==> src/rtl/fb_pixel_writer_if.sv <==
// Renderer-to-framebuffer pixel stream: one pixel (x, y, colour index) per valid/ready transfer.
interface fb_pixel_writer_if;
  logic       px_valid;
  logic       px_ready;
  logic [9:0] px_x;
  logic [9:0] px_y;
  logic [3:0] px_color;

  modport master (
    output px_valid,
    output px_x,
    output px_y,
    output px_color,
    input  px_ready
  );

  modport slave (
    input  px_valid,
    input  px_x,
    input  px_y,
    input  px_color,
    output px_ready
  );
endinterface

==> src/rtl/fb_pixel_writer.sv <==
// Framebuffer write front end: buffers renderer pixels, drops transparent/off-screen ones,
// drives the linear-address write port, and performs full-frame clears.
module fb_pixel_writer #(
  parameter int unsigned WIDTH      = 800,
  parameter int unsigned HEIGHT     = 480,
  parameter int unsigned ADDR_W     = 19,
  parameter int unsigned FIFO_DEPTH = 16
) (
  input  logic              clk,
  input  logic              rst_n,
  fb_pixel_writer_if.slave  px,
  input  logic              clear_req,
  input  logic [3:0]        clear_color,
  output logic              busy,
  output logic              fb_we,
  output logic [ADDR_W-1:0] fb_addr,
  output logic [3:0]        fb_wdata
);

  localparam int unsigned PTR_W = $clog2(FIFO_DEPTH);
  localparam int unsigned NPIX  = WIDTH * HEIGHT;
  localparam logic [ADDR_W-1:0] LAST_ADDR = ADDR_W'(NPIX - 1);

  typedef enum logic {
    ST_IDLE,
    ST_CLEAR
  } state_e;

  typedef struct packed {
    logic [9:0] x;
    logic [9:0] y;
    logic [3:0] c;
  } pix_t;

  state_e            state_q;
  logic              run_q;
  logic [PTR_W:0]    wr_q;
  logic [PTR_W:0]    rd_q;
  pix_t              mem_q [FIFO_DEPTH];
  logic [ADDR_W-1:0] cnt_q;
  logic [3:0]        clr_color_q;
  logic              fb_we_q;
  logic [ADDR_W-1:0] fb_addr_q;
  logic [3:0]        fb_wdata_q;

  logic              fifo_empty;
  logic              fifo_full;
  logic              ready;
  logic              keep;
  logic              clear_go;
  logic              push;
  logic              pop;
  pix_t              head;
  logic [ADDR_W-1:0] head_addr;

  always_comb begin
    fifo_empty = (wr_q == rd_q);
    fifo_full  = (wr_q[PTR_W] != rd_q[PTR_W]) &&
                 (wr_q[PTR_W-1:0] == rd_q[PTR_W-1:0]);
    ready      = run_q && (state_q == ST_IDLE) && !fifo_full;
    keep       = (px.px_color != 4'hF) && (32'(px.px_x) < WIDTH) && (32'(px.px_y) < HEIGHT);
    clear_go   = (state_q == ST_IDLE) && clear_req;
    // A clear request wins over both the incoming pixel and the FIFO head that cycle.
    push       = px.px_valid && ready && keep && !clear_go;
    pop        = (state_q == ST_IDLE) && !fifo_empty && !clear_go;
    head       = mem_q[rd_q[PTR_W-1:0]];
    head_addr  = ADDR_W'(head.y) * ADDR_W'(WIDTH) + ADDR_W'(head.x);
  end

  always_ff @(posedge clk) begin
    if (push) begin
      mem_q[wr_q[PTR_W-1:0]] <= '{x: px.px_x, y: px.px_y, c: px.px_color};
    end
  end

  always_ff @(posedge clk or negedge rst_n) begin
    if (!rst_n) begin
      state_q     <= ST_IDLE;
      run_q       <= 1'b0;
      wr_q        <= '0;
      rd_q        <= '0;
      cnt_q       <= '0;
      clr_color_q <= '0;
      fb_we_q     <= 1'b0;
      fb_addr_q   <= '0;
      fb_wdata_q  <= '0;
    end else begin
      run_q   <= 1'b1;
      fb_we_q <= 1'b0;
      case (state_q)
        ST_IDLE: begin
          if (clear_go) begin
            state_q     <= ST_CLEAR;
            cnt_q       <= '0;
            clr_color_q <= clear_color;
            wr_q        <= '0;
            rd_q        <= '0;
          end else begin
            if (push) begin
              wr_q <= wr_q + 1'b1;
            end
            if (pop) begin
              rd_q       <= rd_q + 1'b1;
              fb_we_q    <= 1'b1;
              fb_addr_q  <= head_addr;
              fb_wdata_q <= head.c;
            end
          end
        end
        ST_CLEAR: begin
          fb_we_q    <= 1'b1;
          fb_addr_q  <= cnt_q;
          fb_wdata_q <= clr_color_q;
          cnt_q      <= cnt_q + 1'b1;
          if (cnt_q == LAST_ADDR) begin
            state_q <= ST_IDLE;
          end
        end
        default: state_q <= ST_IDLE;
      endcase
    end
  end

  assign px.px_ready = ready;
  assign busy        = (state_q == ST_CLEAR) || !fifo_empty || fb_we_q;
  assign fb_we       = fb_we_q;
  assign fb_addr     = fb_addr_q;
  assign fb_wdata    = fb_wdata_q;

endmodule

==> src/flat_wrapper.sv <==
// flat-port wrapper written by rule: the top's interface ports become plain ports
module fb_pixel_writer_flat 
#(
  parameter int unsigned WIDTH      = 800,
  parameter int unsigned HEIGHT     = 480,
  parameter int unsigned ADDR_W     = 19,
  parameter int unsigned FIFO_DEPTH = 16
)
  (clk, rst_n, clear_req, clear_color, busy, fb_we, fb_addr, fb_wdata, px_px_valid, px_px_x, px_px_y, px_px_color, px_px_ready);
  fb_pixel_writer_if px_i ();
  input  logic clk;
  input  logic rst_n;
  input  logic clear_req;
  input  logic [3:0] clear_color;
  output logic busy;
  output logic fb_we;
  output logic [ADDR_W-1:0] fb_addr;
  output logic [3:0] fb_wdata;
  input wire logic [$bits(px_i.px_valid)-1:0] px_px_valid;
  input wire logic [$bits(px_i.px_x)-1:0] px_px_x;
  input wire logic [$bits(px_i.px_y)-1:0] px_px_y;
  input wire logic [$bits(px_i.px_color)-1:0] px_px_color;
  output wire logic [$bits(px_i.px_ready)-1:0] px_px_ready;
  assign px_i.px_valid = px_px_valid;
  assign px_i.px_x = px_px_x;
  assign px_i.px_y = px_px_y;
  assign px_i.px_color = px_px_color;
  assign px_px_ready = px_i.px_ready;
  fb_pixel_writer #(.WIDTH(WIDTH), .HEIGHT(HEIGHT), .ADDR_W(ADDR_W), .FIFO_DEPTH(FIFO_DEPTH)) u_core (.clk(clk), .rst_n(rst_n), .px(px_i), .clear_req(clear_req), .clear_color(clear_color), .busy(busy), .fb_we(fb_we), .fb_addr(fb_addr), .fb_wdata(fb_wdata));
endmodule
==> config.mk <==
export PLATFORM = sky130hd
export DESIGN_NAME = fb_pixel_writer_flat
export DESIGN_NICKNAME = d
export VERILOG_FILES = /design/src/rtl/fb_pixel_writer_if.sv /design/src/rtl/fb_pixel_writer.sv /design/src/flat_wrapper.sv
export SDC_FILE = /design/constraint.sdc
export NUM_CORES = 1
export LEC_CHECK = 0
export CAP_MARGIN = 20
export CORE_ASPECT_RATIO = 0.7
export CORE_MARGIN = 2
export CORE_UTILIZATION = 50
export DETAILED_ROUTE_END_ITERATION = 7
export GPL_TIMING_DRIVEN = 0
export PLACE_DENSITY = 0.67
export SYNTH_ARGS = -nofsm -noshare
export SYNTH_HDL_FRONTEND = slang
export SYNTH_SLANG_ARGS = --single-unit
export TNS_END_PERCENT = 20
==> constraint.sdc <==
create_clock -name clk -period 8.5 [get_ports clk]
set_input_delay 0.85 -clock clk [delete_from_list [all_inputs] [get_ports clk]]
set_output_delay 0.85 -clock clk [all_outputs]
set_load 0.02 [all_outputs]
Word-level counts from Yosys, hierarchy flattened
Memory sizes are Yosys's and may differ from the RTL's.
Cells that the tools add are included.
Operators by class
  equality and inequality tests: 8
  multiplexer cells: 20
  $add $sub $neg: 4
  shift operators: 0
  bitwise operators: 1
  div/mod/pow operators: 0
  $mul: 1
  magnitude comparators: 2
  reductions and logical operators: 22
Operator list (count)
  $pmux W19 S2: 2
  $mux W19: 3
  $mux W5: 4
  $add A19 B1 Y19 const B: 1
  $add A19 B10 Y19: 1
  $eq A19 B19 Y1 const B: 1
  $mul A10 B5 Y14 const B: 1
  $logic_and A1 B1 Y1: 11
  $add A5 B1 Y5 const B: 2
  $lt A10 B10 Y1 const B: 1
  $lt A10 B9 Y1 const B: 1
  $mux W4: 2
  $pmux W4 S2: 1
  $reduce_and A2 Y1: 4
  $mux W1: 6
  $eq A5 B5 Y1: 1
  $eq A4 B4 Y1: 1
  $ne A2 B1 Y1 const B: 2
  $ne A4 B4 Y1 const B: 1
  $pmux W1 S2: 2
  $reduce_bool A2 Y1: 2
  $logic_not A1 Y1: 3
  $logic_or A1 B1 Y1: 2
  $ne A2 B2 Y1 const B: 1
  2 further kinds: 2
Storage, ports and cells
  memories kept: 1
  RAM bits: 384
  output and inout port bits: 26
  memory bits (read-only): 0
  bits in latches: 0
  logic and storage cells: 68
  register bits: 59
Memory list
  u_core.mem_q: words 16, width 24, read ports 1, clocked after Yosys merged registers in 0, wr ports 1, line fb_pixel_writer.sv:39  | pix_t mem_q [FIFO_DEPTH];

Depth between registers and ports, before layout
  depth after elaboration: 9
  gate-level depth with buffers: 18
  gate-level depth less buffers: 15

Worst setup path before layout
No wires, ideal clock.
  kind: register -> register
  from: register u_core.rd_q[0]
  to: register u_core.fb_addr_q[16], in the netlist u_core.fb_addr[16]
  path slack: 3.578 ns
  clock period less this slack: 4.922 ns
  path buffers: 3
  cell stages (with the launch flop): 19
  arrival time: 4.832 ns
  cell sequence: dfrtp_1 buf_6 buf_6 buf_2 mux4_2 mux4_2 ha_1 ha_1 inv_1 fa_1 inv_1 ha_1 a21o_1 a221oi_1 xnor2_1 and4b_1 nand2_1 xor2_1 o221ai_1
On the way
  cells in the longest elaborated chain, start to end: 6
  elaborated cells on any way between the ends: 12
Ends and longest elaborated chain
  from (decl): line fb_pixel_writer.sv:38  | logic [PTR_W:0] rd_q;
  from (signal assigned): line fb_pixel_writer.sv:103  | rd_q <= rd_q + 1'b1;
  $mem_v2 Z16 W24 / $eq A5 B5 Y1 (equally long branches)
  $mul A10 B5 Y14 / $logic_not A1 Y1 (equally long branches): line fb_pixel_writer.sv:67, fb_pixel_writer.sv:65
  $add A19 B10 Y19 / $logic_and A1 B1 Y1 (equally long branches): line fb_pixel_writer.sv:67, fb_pixel_writer.sv:65
  $mux W19 / $logic_and A1 B1 Y1 (equally long branches): line fb_pixel_writer.sv:102, fb_pixel_writer.sv:65
  $mux W19 / $ne A2 B1 Y1 (equally long branches)
  $pmux W19 S2 / $reduce_and A2 Y1 (equally long branches)
  to (signal assigned): line fb_pixel_writer.sv:105  | fb_addr_q <= head_addr;
  to (signal assigned): line fb_pixel_writer.sv:112  | fb_addr_q <= cnt_q;
  to (decl): line fb_pixel_writer.sv:43  | logic [ADDR_W-1:0] fb_addr_q;
Parallel ways exist; a longest one is shown, timed or not. The select of a mux whose other input is x is not followed.
A chain may end at the register's enable or synchronous reset.

Worst setup path after layout
  from: register u_core.rd_q[1]
  to: register u_core.fb_addr_q[18], in the netlist u_core.fb_addr[18]
The elaborated chain is that of the path after synthesis.

==> implementation parameters <==
Parameter                              Value

Outcome
  Result of the run    complete, no violations

GRT
  Global Route met1 Usage    35.1%
  Wire length of the first global-routing pass    62600 um
  Global route total overflow    0
  Number of antenna violations at the first check in global routing    2
  Met3 usage in global routing    3.98%
  Met2 track demand over resource in global routing    33.5%
  Grt peak-use layer    met1
  Largest net degree at the start of global routing    40
  Global-route usage over all layers    22.7%
  Via count of the first global-routing pass    9706

Detailed routing
  Overall routed net length    42300 um
  DRC errors left    0
  Ratio of routed vias to standard cells    5.95
  Wire length per cell after detailed routing    25.7 um
  Violation count after the first detailed-route iteration    1167
  Vias after detailed routing    9787
  Post-route antenna net violation count    0
  Detailed-router iteration count before antenna repair    5

Setup path
  Most prevalent standard cell on the critical path    ha_1
  Crit Reg-Reg Startpoint    u_core.rd_q[1]$_DFFE_PN0P_
  Critical-path top delay cell    clkbuf_1
  Crit Path Category    reg2reg
  Highest fanout seen on the critical path    10
  Kind of start point of the critical path    flip-flop
  Critical Path Sink    u_core.fb_addr[18]$_DFFE_PN0P_
  Cells along the critical path    buf_4 > clkbuf_1 > clkbuf_1 > mux4_2 > mux4_2 > ha_1 > ha_1 > inv_1 > fa_1 > inv_1 > ha_1 > a21o_1 > a221oi_1 > xnor2_1 > and4b_1 > nand4_1 > xnor2_1 > o21ai_1
  Data required time of the critical path    8.93 ns
  Critical path origin    u_core.rd_q[1]$_DFFE_PN0P_
  Worst setup slack for register-to-register paths    2.47 ns
  RR Endpoint    u_core.fb_addr[18]$_DFFE_PN0P_
  Register-to-Register Path Depth    18
  CP endpoint kind    flip-flop
  Maximum single-stage delay on the critical path    0.67 ns
  Arrival time at the worst endpoint    6.45 ns

Synth
  Async set or reset register ratio after synthesis    13.3%
  Xor/xnor share of the synthesized area    1.51%
  Post-synthesis mux area share    15.6%
  Top cells by area, synth    edfxtp_1 (62%), mux4_2 (13%), dfrtp_1 (7.9%)
  Biggest area consumer among synthesized cells    edfxtp_1
  Dominant combinational cell family by area after synthesis    multiplexers
  Count of cell types in the netlist    56
  Synthesized net count    1081
  Area share of the leading cell type in the synthesized netlist    62.0%
  Commonest cells in the netlist    edfxtp_1 (384), mux4_2 (107), nand2_1 (64), dfrtp_1 (59), ha_1 (43)
  Instance count of the mapped netlist    1000
  Arithmetic-cell share of the synthesized area counting full adders, half adders and majority gates    3.54%
  Seq cells post-synth    443
  Synth Area in Compound Gates    2.99%
  Cell with the most instances after synthesis    edfxtp_1
  Seq/Total Area, Yosys    70.0%
  Count of warnings emitted by yosys    0
  Post-Synthesis Mean Instance Area    18.6 sq um
  Main flop type after synthesis    edfxtp_1
  Number of synthesized flops with an enable pin    384
  Post-synthesis instance area    0.0186 sq mm
  Area fraction in and, or, nand and nor cells after synthesis    4.58%

Clock tree
  Hold buffers post-CTS    0
  Master cell of the clock root buffer    clkbuf_16
  H-tree lvl count    2
  CTS max path bufs    3
  Post-cts sizing count    0
  Number of buffers added by the clock tree synthesis step    42
  Clock sink count    443
  Insertion delay of the later-clocked pin in the worst-skew pair    0.55 ns
  Clock-pin slew reported for the worst setup and hold paths after clock tree synthesis    0.07 ns
  # Post-CTS Setup Buffers    0
  CTS tree    built

Floorplanning
  Num ports    58
  Die area    0.0388 sq mm
  Area inside the core boundary    0.0369 sq mm
  Width of the die    234 um
  Site row count    59
  Initial core utilization    50.4%
  Die H    165 um

Timing
  Setup Total Neg Slack    0 ns
  Headroom to the max-slew limit    31.2%
  Share of the clock period used by the worst path after layout    70.9%
  Final critical-path setup slack    2.47 ns
  Maximum frequency from static timing analysis    0.166 GHz
  Layout Skew    0.0140 ns
  Number of pins with negative max-slew slack in the final report    0
  Final Hold Viols    0
  Slew of the pin with the lowest slew margin    1.03 ns
  RSZ-0062 raised after global routing    false
  Post-route minimum period    6.03 ns
  Final count of negative-setup-slack endpoints    0
  Hold Slack    0.267 ns

Placed design
  DP HPWL    27800 um
  Routability congestion estimate from global placement    0.802
  Setup Slack @ Placement    2.49 ns
  Placed cell areas    0.0203 sq mm
  Count of port buffers added during placement    57

Layout
  Final instance area    0.0216 sq mm
  Layout cell share with drive strength beyond 1    20.1%
  Total of fill cells in the finished design    2737
  Final net count    1207
  Area added between synthesis and finish    15.9%

Flow run
  Count of max-cap constraint violations    0

Power and ir drop
  Total design power    0.00453 W
  Peak supply drop    0.000164 V
  Leak Pwr    7.15 nW
  Power per cell area    210 mW/mm^2

Hold path
  Class of the worst hold path    in2async
## how the worst min path moves through the flow
stage / startpoint / to / slack (ns) / cells after the start
after floorplan: u_core.clr_color_q[1]$_DFFE_PN0P_ / u_core.clr_color_q[1]$_DFFE_PN0P_ / 0.45 / 2
after global placement: u_core.clr_color_q[2]$_DFFE_PN0P_ / u_core.clr_color_q[2]$_DFFE_PN0P_ / 0.47 / 2
after detailed placement: u_core.clr_color_q[2]$_DFFE_PN0P_ / u_core.clr_color_q[2]$_DFFE_PN0P_ / 0.46 / 2
after CTS: rst_n / u_core.fb_wdata[2]$_DFFE_PN0P_ / 0.26 / 1
after global routing: rst_n / u_core.clr_color_q[0]$_DFFE_PN0P_ / 0.28 / 1
final: rst_n / u_core.clr_color_q[0]$_DFFE_PN0P_ / 0.27 / 1
## cell usage in the layout (no fill, tap or decap), types with 6 or more instances in the layout
master / count
dfrtp_1: 59
fa_1: 6
mux2i_1: 14
a21oi_1: 12
mux4_1: 13
nor3_1: 6
clkinv_1: 8
a31oi_1: 6
buf_6: 14
nand3_1: 17
clkdlybuf4s50_1: 56
o21ai_1: 10
clkbuf_16: 43
nor3b_1: 6
nor2b_1: 7
nor2_1: 29
inv_1: 24
nand2b_1: 9
xnor2_1: 18
ha_1: 43
nor2_4: 12
clkbuf_1: 29
nand2_1: 64
xor2_1: 14
buf_12: 9
buf_2: 16
nand4_1: 10
o21ai_0: 36
mux4_2: 107
edfxtp_1: 384
## sequential cells by signal (all words and copies together) (netlist names)
| name | count |
|---|---|
| u_core.mem_q | 384 |
| u_core.rd_q | 5 |
| u_core.fb_we | 1 |
| u_core.state_q | 1 |
| u_core.run_q | 1 |
| u_core.cnt_q | 19 |
| u_core.wr_q | 5 |
| u_core.fb_addr | 19 |
| u_core.clr_color_q | 4 |
| u_core.fb_wdata | 4 |
## through the flow
step                cells  utilization [%]
detailed placement   1570             55.0
finish               1645             58.4
global route         1644             58.4
CTS                  1644             58.4
global placement     1545             53.6
floorplan            1000                -
## critical path: cells and delay by family, from the launching register on
| family | cells | cell delay, ns |
|---|---|---|
| AOI/OAI and AO/OA | 3 | 0.65 |
| xor gates and xnor gates | 2 | 0.51 |
| adders and majority gates | 4 | 1.47 |
| buffers and inverters | 5 | 1.50 |
| DFF | 1 | 0.36 |
| muxes | 2 | 1.00 |
| and+or+nand+nor | 2 | 0.39 |
## kinds of logic after synthesis
group | after synthesis
DFF | 443
adders and majority gates | 49
muxes | 134
and+or+nand+nor | 179
xor gates and xnor gates | 32
AOI/OAI and AO/OA | 92
buffers and inverters | 70
other | 1
## layer usage
| metal | vias to the layer above | part of all wire (%) |
|---|---|---|
| li1 | 4281 | - |
| met1 | 5064 | 46 |
| met2 | 382 | 45 |
| met3 | 58 | 6.8 |
| met4 | 2 | 2.1 |
| met5 | - | 0.031 |
## area by class of cell
type / count / area [sq um] / share of cell area, %
clock buffers: 53 / 1110 / 5.17
well taps: 488 / 611 / 2.83
flip-flops and latches: 443 / 13000 / 60.3
inverters: 24 / 90.1 / 0.418
plain buffers: 46 / 255 / 1.18
clock inverters: 21 / 136 / 0.633
diodes: 1 / 2.50 / 0.0116
multi-input cells: 487 / 5350 / 24.8
repair buffers: 82 / 990 / 4.59
## power breakdown
group          switching [W]  internal, W  total, W  leakage [nW]
clock network       0.000787     0.000960   0.00175         0.602
logic               0.000166     0.000130  0.000296          2.39
registers          0.0000607      0.00242   0.00248          4.16
No activity file was read; power rests on OpenSTA's default activity.
